File: src/rtl/mem_arb_pkg.sv
// Shared types and defaults for the memory port arbiter.
//   arb_state_e   : arbiter FSM states
//   SEL_IF/SEL_LS : encoding of the datapath mux select and of the round-robin "last" owner
//   DEF_*         : default widths and timeout length
package mem_arb_pkg;

  typedef enum logic [1:0] {
    IDLE    = 2'd0,
    BUSY_IF = 2'd1,
    BUSY_LS = 2'd2
  } arb_state_e;

  localparam logic SEL_IF = 1'b0;
  localparam logic SEL_LS = 1'b1;

  localparam int unsigned DEF_ADDR_W      = 32;
  localparam int unsigned DEF_DATA_W      = 32;
  localparam int unsigned DEF_TIMEOUT_CYC = 255;

endpackage

File: src/rtl/arb_rr2.sv
// Combinational 2-way round-robin picker.
//   req0_i/req1_i : requests (0 = IF, 1 = LS)
//   last_i        : previous winner (0 = requester 0, 1 = requester 1)
//   gnt0_o/gnt1_o : one-hot pick; on a tie the requester that did not win last time is chosen
module arb_rr2 (
  input  logic req0_i,
  input  logic req1_i,
  input  logic last_i,
  output logic gnt0_o,
  output logic gnt1_o
);

  assign gnt0_o = req0_i & (~req1_i | last_i);
  assign gnt1_o = req1_i & (~req0_i | ~last_i);

endmodule

File: src/rtl/mem_port_arbiter.sv
// Shares one memory port between instruction fetch (IF) and load/store (LS).
// Latches the winning request, holds it on mem_* until mem_ack, then returns the
// read data to the winner with a one-cycle rvalid pulse. All outputs are registered.
//   clk_i, reset_i      : clock, asynchronous active-high reset
//   if_*                : fetch request/grant/response
//   ls_*                : load/store request/grant/response (ls_rdata is 0 for stores)
//   mem_*               : unified memory handshake
//   sel_o               : datapath address/data mux select (0 = IF, 1 = LS)
// Optional macro ARB_TIMEOUT_EN adds a busy-cycle counter, the TIMEOUT_CYC parameter
// and the if_err_o/ls_err_o flags; without it BUSY waits for mem_ack indefinitely.
module mem_port_arbiter
  import mem_arb_pkg::*;
#(
  parameter int unsigned ADDR_W = DEF_ADDR_W,
  parameter int unsigned DATA_W = DEF_DATA_W
`ifdef ARB_TIMEOUT_EN
  ,
  parameter int unsigned TIMEOUT_CYC = DEF_TIMEOUT_CYC
`endif
) (
  input  logic                clk_i,
  input  logic                reset_i,
  input  logic                if_req_i,
  input  logic [ADDR_W-1:0]   if_addr_i,
  output logic                if_gnt_o,
  output logic                if_rvalid_o,
  output logic [DATA_W-1:0]   if_rdata_o,
  input  logic                ls_req_i,
  input  logic                ls_we_i,
  input  logic [ADDR_W-1:0]   ls_addr_i,
  input  logic [DATA_W-1:0]   ls_wdata_i,
  input  logic [DATA_W/8-1:0] ls_wstrb_i,
  output logic                ls_gnt_o,
  output logic                ls_rvalid_o,
  output logic [DATA_W-1:0]   ls_rdata_o,
`ifdef ARB_TIMEOUT_EN
  output logic                ls_err_o,
  output logic                if_err_o,
`endif
  output logic                mem_req_o,
  output logic                mem_we_o,
  output logic [ADDR_W-1:0]   mem_addr_o,
  output logic [DATA_W-1:0]   mem_wdata_o,
  output logic [DATA_W/8-1:0] mem_wstrb_o,
  input  logic                mem_ack_i,
  input  logic [DATA_W-1:0]   mem_rdata_i,
  output logic                sel_o
);

  localparam int unsigned StrbW = DATA_W / 8;

  arb_state_e         state_q, state_d;
  logic               last_q, last_d;
  logic               sel_q, sel_d;
  logic               mem_req_q, mem_req_d;
  logic               mem_we_q, mem_we_d;
  logic [ADDR_W-1:0]  mem_addr_q, mem_addr_d;
  logic [DATA_W-1:0]  mem_wdata_q, mem_wdata_d;
  logic [StrbW-1:0]   mem_wstrb_q, mem_wstrb_d;
  logic               if_gnt_q, if_gnt_d, ls_gnt_q, ls_gnt_d;
  logic               if_rvalid_q, if_rvalid_d, ls_rvalid_q, ls_rvalid_d;
  logic [DATA_W-1:0]  if_rdata_q, if_rdata_d, ls_rdata_q, ls_rdata_d;
  logic               pick_if, pick_ls;

`ifdef ARB_TIMEOUT_EN
  localparam int unsigned CntW =
      ($clog2(TIMEOUT_CYC + 1) > 8) ? $clog2(TIMEOUT_CYC + 1) : 8;
  logic [CntW-1:0]    cnt_q, cnt_d;
  logic               if_err_q, if_err_d, ls_err_q, ls_err_d;
  logic               timeout;
  // The counter would reach TIMEOUT_CYC at this edge.
  assign timeout = (cnt_q == CntW'(TIMEOUT_CYC - 1));
`endif

  arb_rr2 u_arb_rr2 (
    .req0_i (if_req_i),
    .req1_i (ls_req_i),
    .last_i (last_q),
    .gnt0_o (pick_if),
    .gnt1_o (pick_ls)
  );

  always_comb begin
    state_d     = state_q;
    last_d      = last_q;
    sel_d       = sel_q;
    mem_req_d   = mem_req_q;
    mem_we_d    = mem_we_q;
    mem_addr_d  = mem_addr_q;
    mem_wdata_d = mem_wdata_q;
    mem_wstrb_d = mem_wstrb_q;
    if_gnt_d    = 1'b0;
    ls_gnt_d    = 1'b0;
    if_rvalid_d = 1'b0;
    ls_rvalid_d = 1'b0;
    if_rdata_d  = if_rdata_q;
    ls_rdata_d  = ls_rdata_q;
`ifdef ARB_TIMEOUT_EN
    cnt_d       = cnt_q;
    if_err_d    = 1'b0;
    ls_err_d    = 1'b0;
`endif

    unique case (state_q)
      IDLE: begin
        // mem_ack here is stray and deliberately ignored.
        if (pick_if) begin
          state_d     = BUSY_IF;
          last_d      = SEL_IF;
          sel_d       = SEL_IF;
          if_gnt_d    = 1'b1;
          mem_req_d   = 1'b1;
          mem_we_d    = 1'b0;
          mem_addr_d  = if_addr_i;
          mem_wdata_d = '0;
          mem_wstrb_d = '0;
`ifdef ARB_TIMEOUT_EN
          cnt_d       = '0;
`endif
        end else if (pick_ls) begin
          state_d     = BUSY_LS;
          last_d      = SEL_LS;
          sel_d       = SEL_LS;
          ls_gnt_d    = 1'b1;
          mem_req_d   = 1'b1;
          mem_we_d    = ls_we_i;
          mem_addr_d  = ls_addr_i;
          mem_wdata_d = ls_wdata_i;
          mem_wstrb_d = ls_wstrb_i;
`ifdef ARB_TIMEOUT_EN
          cnt_d       = '0;
`endif
        end
      end
      BUSY_IF, BUSY_LS: begin
        if (mem_ack_i) begin
          state_d   = IDLE;
          mem_req_d = 1'b0;
          if (state_q == BUSY_LS) begin
            ls_rvalid_d = 1'b1;
            ls_rdata_d  = mem_we_q ? '0 : mem_rdata_i;
          end else begin
            if_rvalid_d = 1'b1;
            if_rdata_d  = mem_rdata_i;
          end
        end
`ifdef ARB_TIMEOUT_EN
        else if (timeout) begin
          state_d   = IDLE;
          mem_req_d = 1'b0;
          if (state_q == BUSY_LS) begin
            ls_rvalid_d = 1'b1;
            ls_rdata_d  = '0;
            ls_err_d    = 1'b1;
          end else begin
            if_rvalid_d = 1'b1;
            if_rdata_d  = '0;
            if_err_d    = 1'b1;
          end
        end else begin
          cnt_d = cnt_q + 1'b1;
        end
`endif
      end
      default: state_d = IDLE;
    endcase
  end

  always_ff @(posedge clk_i or posedge reset_i) begin
    if (reset_i) begin
      state_q     <= IDLE;
      last_q      <= SEL_IF;
      sel_q       <= SEL_IF;
      mem_req_q   <= 1'b0;
      mem_we_q    <= 1'b0;
      mem_addr_q  <= '0;
      mem_wdata_q <= '0;
      mem_wstrb_q <= '0;
      if_gnt_q    <= 1'b0;
      ls_gnt_q    <= 1'b0;
      if_rvalid_q <= 1'b0;
      ls_rvalid_q <= 1'b0;
      if_rdata_q  <= '0;
      ls_rdata_q  <= '0;
`ifdef ARB_TIMEOUT_EN
      cnt_q       <= '0;
      if_err_q    <= 1'b0;
      ls_err_q    <= 1'b0;
`endif
    end else begin
      state_q     <= state_d;
      last_q      <= last_d;
      sel_q       <= sel_d;
      mem_req_q   <= mem_req_d;
      mem_we_q    <= mem_we_d;
      mem_addr_q  <= mem_addr_d;
      mem_wdata_q <= mem_wdata_d;
      mem_wstrb_q <= mem_wstrb_d;
      if_gnt_q    <= if_gnt_d;
      ls_gnt_q    <= ls_gnt_d;
      if_rvalid_q <= if_rvalid_d;
      ls_rvalid_q <= ls_rvalid_d;
      if_rdata_q  <= if_rdata_d;
      ls_rdata_q  <= ls_rdata_d;
`ifdef ARB_TIMEOUT_EN
      cnt_q       <= cnt_d;
      if_err_q    <= if_err_d;
      ls_err_q    <= ls_err_d;
`endif
    end
  end

  assign if_gnt_o    = if_gnt_q;
  assign ls_gnt_o    = ls_gnt_q;
  assign if_rvalid_o = if_rvalid_q;
  assign ls_rvalid_o = ls_rvalid_q;
  assign if_rdata_o  = if_rdata_q;
  assign ls_rdata_o  = ls_rdata_q;
  assign mem_req_o   = mem_req_q;
  assign mem_we_o    = mem_we_q;
  assign mem_addr_o  = mem_addr_q;
  assign mem_wdata_o = mem_wdata_q;
  assign mem_wstrb_o = mem_wstrb_q;
  assign sel_o       = sel_q;
`ifdef ARB_TIMEOUT_EN
  assign if_err_o    = if_err_q;
  assign ls_err_o    = ls_err_q;
`endif

endmodule

File: config.mk
export PLATFORM = sky130hd
export DESIGN_NAME = mem_port_arbiter
export DESIGN_NICKNAME = d
export VERILOG_FILES = /design/src/rtl/mem_arb_pkg.sv /design/src/rtl/arb_rr2.sv /design/src/rtl/mem_port_arbiter.sv
export SDC_FILE = /design/constraint.sdc
export NUM_CORES = 1
export LEC_CHECK = 0
export ABC_AREA = 1
export CAP_MARGIN = 20
export CORE_MARGIN = 1.5
export CORE_UTILIZATION = 46
export CTS_BUF_LIST = sky130_fd_sc_hd__clkbuf_8
export DETAILED_ROUTE_END_ITERATION = 16
export GPL_TIMING_DRIVEN = 1
export PLACE_DENSITY = 0.88
export SKIP_CTS_REPAIR_TIMING = 1
export SYNTH_ARGS = -nofsm -noshare
export SYNTH_HDL_FRONTEND = slang
export SYNTH_HIERARCHICAL = 1
export SYNTH_SLANG_ARGS = --single-unit
File: constraint.sdc
create_clock -name clk_i -period 8.2 [get_ports clk_i]
set_input_delay 2.46 -clock clk_i [delete_from_list [all_inputs] [get_ports clk_i]]
set_output_delay 2.46 -clock clk_i [all_outputs]
set_load 0.02 [all_outputs]
After elaboration in Yosys (flattened, before gate mapping)
Index checks and enable logic that the tools add are counted.
{"block": "classes", "eq_ne": 4, "mux": 29, "bitwise": 8, "reduce_logical": 9}
{"cell": "2-to-1 mux 32 bit", "n": 5}
{"cell": "2-to-1 mux 1 bit", "n": 17}
{"cell": "AND reduction 3 bit", "n": 3}
{"cell": "2-to-1 mux 4 bit", "n": 2}
{"cell": "2-to-1 mux 2 bit", "n": 3}
{"cell": "NOT 1 bit", "n": 4}
{"cell": "one-hot mux 2 bit (2 select lines)", "n": 1}
{"cell": "AND reduction 2 bit", "n": 2}
{"cell": "nonzero test 2 bit", "n": 2}
{"cell": "inequality test 3 bit (second input constant)", "n": 1}
{"cell": "AND 1 bit", "n": 2}
{"cell": "== test 2 x 1 -> 1 bit (second input constant)", "n": 1}
{"cell": "== test 2 bit (second input constant)", "n": 1}
{"cell": "logical NOT 2 bit", "n": 1}
{"cell": "inequality test 2 bit (second input constant)", "n": 1}
{"cell": "OR 1 bit", "n": 2}
{"cell": "one-hot mux 1 bit (2 select lines)", "n": 1}
{"cell": "OR reduction 2 bit", "n": 1}
{"block": "totals", "regBits": 141, "inputBits": 138, "output_inout_bits": 139, "wordCells": 63}

Logic depth before layout (Yosys ltp)
Gate-level depths: netlist of run 1.
{"block": "depth", "ltp_word": 6, "mapped_depth": 10, "ltp_nobuf": 8}

Hierarchy
The synthesis of run 1 kept the hierarchy.
{"module": "mem_port_arbiter", "instances": 1, "cells_each": 719, "area_per_inst_um2": 6015.8, "seq_area_each_um2": 3528.4}
{"module": "arb_rr2", "instances": 1, "cells_each": 4, "area_per_inst_um2": 27.5, "seq_area_each_um2": 0.0}

Least setup slack after synthesis of run 1
Ideal clock, no wire load.
{"block": "synth_path", "kind": "input to register", "startpoint": "in if_req_i", "endpoint": "reg mem_addr_q[0] (netlist: mem_addr_o[0])", "setup_ns": 0.123, "t_arrival_ns": 3.255, "slack_ns": 4.822, "stages": 9, "path_cell_list": "inv_1 > a21oi_2 > buf_4 > nor2_8 > nor2_8 > buf_6 > buf_6 > nand2_1 > nand2_1"}
{"block": "synth_via", "word_cells_on_any_way": 7, "cone_classes": "mux: 1; bitwise: 4; reduce/logical: 2"}
{"item": "from (decl)", "line": "mem_port_arbiter.sv:23", "text": "input logic if_req_i,"}
{"item": "AND 1 bit *", "line": "arb_rr2.sv:13", "text": "assign gnt0_o = req0_i & (~req1_i | last_i);"}
{"item": "via pick_if", "line": "mem_port_arbiter.sv:63", "text": "logic pick_if, pick_ls;"}
{"item": "nonzero test 2 bit (no line)"}
{"item": "AND reduction 2 bit (no line)"}
{"item": "to (signal assigned)", "line": "mem_port_arbiter.sv:196", "text": "mem_addr_q <= mem_addr_d;"}
{"item": "to (decl)", "line": "mem_port_arbiter.sv:57", "text": "logic [ADDR_W-1:0] mem_addr_q, mem_addr_d;"}
Mark *: on every way through the listed nets, which the timed path passes. The rest lies on a longest branch.
A chain may end at the register's enable or synchronous reset.

Worst setup path in the final report of run 1
{"block": "layout_path", "startpoint": "in if_req_i", "endpoint": "reg mem_wdata_q[17] (netlist: mem_wdata_o[17])"}
{"block": "layout_via", "word_cells_on_any_way": 7, "cone_classes": "mux: 1; bitwise: 4; reduce/logical: 2"}
{"item": "AND 1 bit *", "line": "arb_rr2.sv:13"}
{"item": "via pick_if", "line": "mem_port_arbiter.sv:63"}
{"item": "nonzero test 2 bit (no line)"}
{"item": "AND reduction 2 bit (no line)"}
{"item": "to (signal assigned)", "line": "mem_port_arbiter.sv:197", "text": "mem_wdata_q <= mem_wdata_d;"}
{"item": "to (decl)", "line": "mem_port_arbiter.sv:58", "text": "logic [DATA_W-1:0] mem_wdata_q, mem_wdata_d;"}
Marked as above.

==> results of run 1 <==
-- report_power, final --
part / switching (mW) / total, mW / internal, mW
sequential: 0.167 / 1.17 / 1.00
clock: 0.274 / 0.623 / 0.349
combinational: 1.01 / 1.76 / 0.751
-- worst min-delay path, stage by stage (launching register included) --
cell and delay (ns):
dfrtp_1 0.35, nand2_1 0.06, nand2_1 0.05
-- cells in the mapped netlist, types with 2 or more instances --
cell | instances | area (µm²)
a21oi_1 | 2 | 10.0
buf_2 | 16 | 80.1
buf_4 | 2 | 15.0
buf_6 | 4 | 45.0
clkbuf_1 | 24 | 90.1
dfrtp_1 | 141 | 3530
ha_1 | 3 | 37.5
inv_1 | 17 | 63.8
inv_2 | 3 | 11.3
nand2_1 | 358 | 1340
nand3_1 | 36 | 180
nand4_1 | 3 | 18.8
nor2_8 | 2 | 40.0
o21ai_0 | 102 | 510
o31ai_1 | 4 | 30.0
-- sequential cells by signal, summed over array words and instances, names as in the netlist --
name / count
if_rdata_o: 32
ls_rdata_o: 32
mem_addr_o: 32
mem_wdata_o: 32
mem_wstrb_o: 4
state_q: 2
if_gnt_o: 1
if_rvalid_o: 1
ls_gnt_o: 1
ls_rvalid_o: 1
mem_req_o: 1
mem_we_o: 1
sel_o: 1
-- metrics by stage --
stage	area [µm²]	utilization [%]	setup WS (ns)	cells	hold WS (ns)
floorplan	6040	-	1.96	723	0.442
global placement	8800	69.2	2.95	1124	0.456
detailed placement	8820	69.4	2.91	1125	0.466
CTS	9270	72.9	3.38	1157	0.485
global route	9290	73.1	3.12	1158	0.511
finish	9290	73.1	3.34	1158	0.482
-- cell type report --
type	instances	area [µm²]
flip-flops and latches	141	3530
fillers	960	3430
repair buffers	279	2810
multi-input cells	514	2210
clock buffers	19	262
well taps	172	215
clock inverters	13	188
inverters	20	80.1
-- worst max path at each step --
stage | start | endpoint | cells past startpoint
global placement | if_req_i | sel_o | 7
finish | if_req_i | mem_wdata_o[17] | 7
global route | if_req_i | mem_wdata_o[15] | 7
floorplan | reset_i | if_gnt_o | 1
detailed placement | if_req_i | mem_wdata_o[15] | 7
CTS | if_req_i | mem_wdata_o[17] | 7
-- routing by layer --
metal  global-route usage, %  vias up  share of wire (%)
li1                        -     2790                  -
met1                    31.0     2756                 38
met2                    45.7      273                 50
met3                    9.45       33                8.6
met4                    11.1        0                3.0
met5                       0        -                  0
-- logic make-up (layout without fill, tap and decap cells) --
logic type | after synthesis | in the layout
compound gates | 110 | 110
flops | 141 | 141
buf+inv | 68 | 331
fa+ha+maj | 3 | 3
simple gates | 401 | 401
==> impl_metrics.csv, run 1 <==
group,metric,value,unit
run_status,status,"finished, final reports clean",
cts,cts.sinks,141,
min_path,hold_path.startpoint,"state_q[0]",
place,gp_congestion,0.804,
route,remaining_drc_errors,0,
synth,syn_avg_cell_area,8.36,µm²
cts,worstSkewPairLatency,0.45,ns
critical_path,r2r-start,"sel_o",
synth,syn-num-nets,864,
synth,yosys_warnings,6,
cts,ctsHtreeMaxLevel,4,
grt,track_usage,26.9,%
layout,fin_nets,1114,
pwr,power.total,3.56,mW
synth,synth-simple-area-share,26.4,%
sta,final_hold_viol_count,0,
floorplan,die-width,118,µm
sta,fin_setup_tns,0,ns
sta,slew_headroom,29.8,%
min_path,holdPathStages,2,
layout,drive_gt1_share,4.56,%
route,dr.first_iter.drc_count,437,
min_path,hold_class,"reg2reg",
critical_path,r2r_setup_slack,5.38,ns
route,ant_nets,0,
sta,min_period_over_period,59.3,%
critical_path,cp-end-kind,"flip-flop",
layout,layout_commonest_cell,"nand2_1",
layout,n_antenna_cell,0,
floorplan,initial_core_util,47.5,%
grt,antenna_found_initial,0,
critical_path,cpLargestDelayFamily,"simple AND/OR/NAND/NOR gates",
grt,grt_pass1_vias,5717,
critical_path,critical-path-max-stage-delay,0.77,ns
floorplan,ios,277,
run,drv_cap,0,
floorplan,die_area,13800,µm²
synth,synth_top_family_by_area,"simple AND/OR/NAND/NOR gates",
synth,ys.flop_type,"dfrtp_1",
critical_path,rr_worst_depth,6,
critical_path,cpMaxStageDelayCell,"nor2_8",
floorplan,core,12700,µm²
route,routedWlPerCell,15.9,µm
synth,synth_seq_area_share,58.4,%
sta,rsz0062_at_grt,"no",
route,dr.pass1.iters,6,
pwr,p_leak,4.54,nW
synth,ys_ff_latch,141,
route,via_per_inst,5.05,
sta,drv_slew,0,
sta,max_freq,0.206,GHz
min_path,holdPathEnd,"state_q[0]",
synth,synth_compound_area_share,9.44,%
critical_path,cp-start-kind,"input port",
cts,cts-root-buf,"clkbuf_8",
critical_path,critPathMostFrequentCell,"nor2_8",
sta,setup_viol,0,
sta,finClkSkew,0.0108,ns
synth,synth_xor_area_share,0,%
grt,grt_max_degree,79,
cts,tritoncts,"done",
sta,fin_crit,4.86,ns
grt,globalRouteOverflowTotal,0,
cts,max-clock-path-buffers,2,
critical_path,critPathKind,"in2reg",
grt,grt_pass1_wl,29400,µm
sta,worst_slew_pin_slew,1.05,ns
synth,async_flop_share,100,%
floorplan,die_y,118,µm
place,portBuffers,276,
critical_path,arrival,5.25,ns
layout,syn2layout_area_growth,53.8,%
pwr,vdd_ir_drop_max,0.176,mV
cts,path_clk_slew,0.08,ns
synth,synthAdderAreaFrac,0.621,%
layout,final_cell_mix,"357 x nand2_1, 276 x clkdlybuf4s50_1, 141 x dfrtp_1",
critical_path,path_cells,"clkdlybuf4s50_1, inv_1, a21oi_4, nor2_8, nor2_8, nand3_1, nand2_1",
cts,cts_buffers,17,
critical_path,crit_buf_inv,2,
pwr,p_per_area,383,nW/µm²
route,wl,18400,µm
place,dp_hpwl,12600,µm
synth,synthCells,723,
critical_path,cp_data_required_time,8.59,ns
critical_path,r2r-end,"mem_wdata_o[17]",
synth,synth_area,6040,µm²
synth,muxShareOfSynthArea,0,%
synth,synth.distinct_cells,21,
route,vias,5852,
critical_path,worst-path-max-fanout,72,
floorplan,num_rows,41,
synth,synth_edf_count,0,
Power figures use the tool's default switching activity.
==> run 2, diff against run 1 <==
- CORE_UTILIZATION: 46 -> 39
- PLACE_DENSITY: 0.88 -> 0.79
- clock period: 8.2 -> 4 ns (I/O delays scaled with it)
==> run 2 against run 1 <==
Via count is 2.5% lower. Sequential power is 100% higher. Critical path depth is 6 lower. Global-route usage shrank 5.0 points. Worst hold slack worse by 0.0051 ns. Critical path type is now reg2out.
==> impl_metrics.csv, run 2 (synthesis results as in run 1) <==
group,metric,value,unit
layout,multiInputGateArea,2210,µm²
route,via_per_inst,4.83,
floorplan,num_rows,45,
run,drv_cap,0,
critical_path,worst-path-max-fanout,6,
floorplan,die_area,16300,µm²
pwr,switchingPower,2.90,mW
floorplan,ios,277,
critical_path,r2r-end,"mem_addr_o[9]",
critical_path,arrival,1.54,ns
layout,layout_commonest_cell,"nand2_1",
pwr,p_comb_share,50.9,%
layout,syn2layout_area_growth,54.2,%
critical_path,path_cells,"clkdlybuf4s50_1",
grt,grt_pass1_vias,5607,
cts,max-clock-path-buffers,2,
place,dp_hpwl,11800,µm
critical_path,cp_data_required_time,2.80,ns
cts,ctsHtreeMaxLevel,4,
cts,cts.sinks,141,
critical_path,r2r-start,"sel_o",
sta,worst_slew_pin_slew,0.954,ns
cts,path_clk_slew,0.07,ns
pwr,p_per_area,767,nW/µm²
grt,track_usage,21.9,%
pwr,vdd_ir_drop_max,0.347,mV
place,gp_congestion,0.786,
critical_path,cp-end-kind,"output port",
sta,fin_setup_tns,0,ns
grt,antenna_found_initial,0,
floorplan,die-width,127,µm
layout,n_antenna_cell,0,
min_path,holdPathEnd,"if_rdata_o[16]",
pwr,switching_share,40.6,%
route,dr.pass1.iters,4,
pwr,p_leak,4.56,nW
cts,cts-root-buf,"clkbuf_8",
sta,final_hold_viol_count,0,
critical_path,cpMaxStageDelayCell,"clkdlybuf4s50_1",
layout,nFillCells,1321,
sta,drv_slew,0,
run_status,status,"finished, final reports clean",
cts,tritoncts,"done",
layout,final_cell_mix,"357 x nand2_1, 276 x clkdlybuf4s50_1, 141 x dfrtp_1",
sta,setup_viol,0,
place,dp_worst_setup_slack,0.868,ns
sta,rsz0062_at_grt,"no",
critical_path,rr_worst_depth,6,
floorplan,initial_core_util,39.9,%
pwr,p_clk_share,15.6,%
layout,drive_gt1_share,4.84,%
critical_path,critPathKind,"reg2out",
pwr,p_seq_share,33.5,%
layout,final_area,9320,µm²
pwr,power.total,7.15,mW
floorplan,core,15100,µm²
min_path,hold_path.startpoint,"if_rdata_o[16]",
critical_path,cp-start-kind,"flip-flop",
min_path,holdPathStages,2,
route,dr.first_iter.drc_count,296,
sta,fin_ws,1.26,ns
place,portBuffers,276,
sta,finClkSkew,0.0114,ns
critical_path,r2r_setup_slack,2.24,ns
sta,fin_crit,2.74,ns
layout,regArea,3530,µm²
route,routedWlPerCell,14.6,µm
route,ant_nets,0,
pwr,p_int,4.25,mW
grt,grt_max_degree,142,
min_path,hold_class,"reg2reg",
sta,max_freq,0.365,GHz
sta,min_period_over_period,68.5,%
cts,worstSkewPairLatency,0.44,ns
route,vias,5705,
critical_path,critical-path-max-stage-delay,0.66,ns
critical_path,crit_buf_inv,1,
route,wl,17300,µm
route,remaining_drc_errors,0,
grt,globalRouteOverflowTotal,0,
sta,slew_headroom,36.3,%
critical_path,cpLargestDelayFamily,"buffers and inverters",
cts,cts_buffers,17,
grt,grt_pass1_wl,28100,µm
floorplan,die_y,127,µm
layout,fin_nets,1122,
place,place_area,8920,µm²
run 2: layout make-up:
class / instances / share of cell area (%)
Inverter: 20 / 0.846
Multi-Input combinational cell: 514 / 23.7
Clock buffer: 21 / 3.10
Sequential cell: 141 / 37.9
Clock inverter: 9 / 1.03
Timing Repair Buffer: 287 / 30.9
Tap cell: 188 / 2.52
run 2: how the worst max path moves through the flow:
stage	start	endpoint	slack, ns	cells after the start
global route	mem_we_o	mem_we_o	1.18	1
floorplan	reset_i	if_gnt_o	1.04	1
CTS	mem_we_o	mem_we_o	1.22	1
finish	mem_we_o	mem_we_o	1.26	1
global placement	ls_req_i	mem_wdata_o[30]	0.95	7
detailed placement	ls_req_i	mem_addr_o[0]	0.87	7
run 2: power by group through the flow:
| stage | clock network, mW | logic [mW] | registers (mW) |
|---|---|---|---|
| detailed placement | 0 | 3.64 | 2.40 |
| global placement | 0 | 3.58 | 2.39 |
| finish | 1.12 | 3.64 | 2.39 |
| floorplan | 0 | 1.15 | 3.15 |
| CTS | 1.15 | 3.65 | 2.40 |
| global route | 1.21 | 3.95 | 2.47 |
run 2: stage by stage:
step           std cells  hold slack [ns]  util [%]
4_1_cts             1179            0.484      61.4
3_3_place_gp        1149            0.459      58.9
2_1_floorplan        723            0.442         -
3_5_place_dp        1149            0.464      58.9
5_1_grt             1180            0.504      61.5
6_report            1180            0.477      61.5
run 2: tightest hold or removal path, cell delays in order, from the launching register on:
cell,delay [ns]
dfrtp_1,0.34
nand2_1,0.05
nand2_1,0.05
run 2: per-layer routing:
layer,global-route usage [%],wire length [µm],share of wire [%],up-vias
li1,-,-,-,2794
met1,27.7,7320,42,2653
met2,34.8,8090,47,230
met3,7.04,1510,8.7,28
met4,8.69,368,2.1,0
met5,0,0,0,-
==> run 3, diff against run 2 <==
- CORE_UTILIZATION: 39 -> 43
- PLACE_DENSITY: 0.79 -> 0.83
- clock period: 4 -> 2.9 ns (I/O delays scaled with it)
==> run 3 against run 2 <==
Final cell count down 0.25%. Combinational power up 39%. Sequential cell count unchanged. Largest cell class unchanged. Worst hold slack better by 0.0020 ns. Critical endpoint unchanged. Final area up 1.4%. Sequential power up 38%.
==> impl_metrics.csv, run 3 (synthesis results as in run 1) <==
group,metric,value,unit
run_status,status,"finished, final reports clean",
critical_path,worst-path-max-fanout,6,
cts,path_clk_slew,0.07,ns
grt,grt_pass1_vias,5568,
critical_path,cp_data_required_time,2.03,ns
place,gp_congestion,0.819,
layout,drive_gt1_share,5.62,%
layout,fin_nets,1125,
route,dr.first_iter.drc_count,458,
critical_path,crit_buf_inv,1,
place,place_area,8990,µm²
sta,drv_slew,0,
grt,globalRouteOverflowTotal,0,
route,ant_nets,0,
critical_path,arrival,1.55,ns
critical_path,critical-path-max-stage-delay,0.65,ns
floorplan,core,13800,µm²
layout,final_area,9450,µm²
sta,worst_slew_pin_slew,0.549,ns
cts,ctsHtreeMaxLevel,4,
floorplan,initial_core_util,43.9,%
pwr,vdd_ir_drop_max,0.630,mV
layout,syn2layout_area_growth,56.4,%
critical_path,critPathKind,"reg2out",
critical_path,cpLargestDelayFamily,"buffers and inverters",
pwr,switching_share,40.2,%
route,dr.pass1.iters,5,
route,routedWlPerCell,15.0,µm
floorplan,ios,277,
route,vias,5781,
grt,grt_max_degree,82,
pwr,p_comb_share,49.7,%
grt,antenna_found_initial,0,
place,portBuffers,276,
grt,track_usage,24.5,%
sta,fin_setup_tns,0,ns
place,dp_hpwl,12400,µm
layout,final_cell_mix,"357 x nand2_1, 276 x clkdlybuf4s50_1, 141 x dfrtp_1",
sta,max_freq,0.413,GHz
critical_path,path_cells,"clkdlybuf4s50_1",
cts,worstSkewPairLatency,0.45,ns
sta,final_hold_viol_count,0,
route,via_per_inst,4.91,
floorplan,die-width,122,µm
cts,tritoncts,"done",
pwr,power.total,10.2,mW
sta,fin_crit,2.42,ns
min_path,hold_class,"reg2reg",
critical_path,cp-start-kind,"flip-flop",
layout,fin_util,68.6,%
cts,cts_buffers,17,
run,drv_cap,0,
sta,setup_viol,0,
pwr,switchingPower,4.10,mW
sta,min_period_over_period,83.5,%
layout,nFillCells,1134,
floorplan,die_y,122,µm
pwr,p_int,6.10,mW
pwr,p_per_area,1080,nW/µm²
pwr,p_leak,4.62,nW
cts,max-clock-path-buffers,2,
cts,cts-root-buf,"clkbuf_8",
route,remaining_drc_errors,0,
cts,cts.sinks,141,
floorplan,num_rows,43,
grt,grt_pass1_wl,28000,µm
critical_path,cp-end-kind,"output port",
pwr,p_seq_share,32.5,%
route,wl,17700,µm
pwr,p_clk_share,17.8,%
layout,layout_commonest_cell,"nand2_1",
floorplan,die_area,14800,µm²
sta,finClkSkew,0.00888,ns
critical_path,cpMaxStageDelayCell,"clkdlybuf4s50_1",
sta,rsz0062_at_grt,"no",
sta,slew_headroom,63.4,%
layout,n_antenna_cell,0,
==> run 3: cell types whose count changed in the layout (fill, tap and decap cells not counted), sizes merged <==
cell,delta
bufinv,+3
clkinvlp,-1
clkinv,+5
clkbuf,-3
buf,+3
inv,-2
==> run 3: power groups by stage <==
stage / sequential (mW) / combinational [mW] / clock [mW]
floorplan: 4.34 / 1.59 / 0
finish: 3.31 / 5.07 / 1.81
CTS: 3.31 / 5.11 / 1.85
global route: 3.40 / 5.50 / 1.94
global placement: 3.31 / 4.98 / 0
detailed placement: 3.33 / 5.09 / 0
==> run 3: final timing paths <==
kind,start,endpoint,slack [ns],depth (start not counted)
worst min register to register,state_q[0],state_q[0],0.48,2
worst max register to register,state_q[1],if_rdata_o[27],0.94,8
worst min-delay path,state_q[0],state_q[0],0.48,2
worst max-delay path,mem_we_o,mem_we_o,0.48,1
min in group asynchronous,reset_i,if_rdata_o[27],0.88,3
max in group asynchronous,reset_i,if_rdata_o[23],1.63,3
==> run 3: layout make-up <==
cell class | count | area (µm²) | area share (%)
multi-input cells | 514 | 2210 | 23.4
clock inverters | 14 | 216 | 2.29
inverters | 20 | 78.8 | 0.834
clock buffers | 18 | 248 | 2.62
flip-flops and latches | 141 | 3530 | 37.3
well taps | 180 | 225 | 2.38
repair buffers | 290 | 2940 | 31.1
==> run 3: metrics by stage <==
| stage | std cells | setup WS, ns | hold slack [ns] |
|---|---|---|---|
| 3_3_place_gp | 1145 | 0.208 | 0.461 |
| 2_1_floorplan | 723 | 0.267 | 0.442 |
| 3_5_place_dp | 1145 | 0.179 | 0.464 |
| 4_1_cts | 1177 | 0.436 | 0.485 |
| 6_report | 1177 | 0.479 | 0.479 |
| 5_1_grt | 1177 | 0.401 | 0.506 |
==> run 3: per-layer routing <==
layer	wire [µm]	vias up	GRT usage [%]
met4	369	0	8.46
met2	8700	244	40.1
met1	7070	2699	30.4
li1	-	2814	-
met5	0	-	0
met3	1530	24	8.38
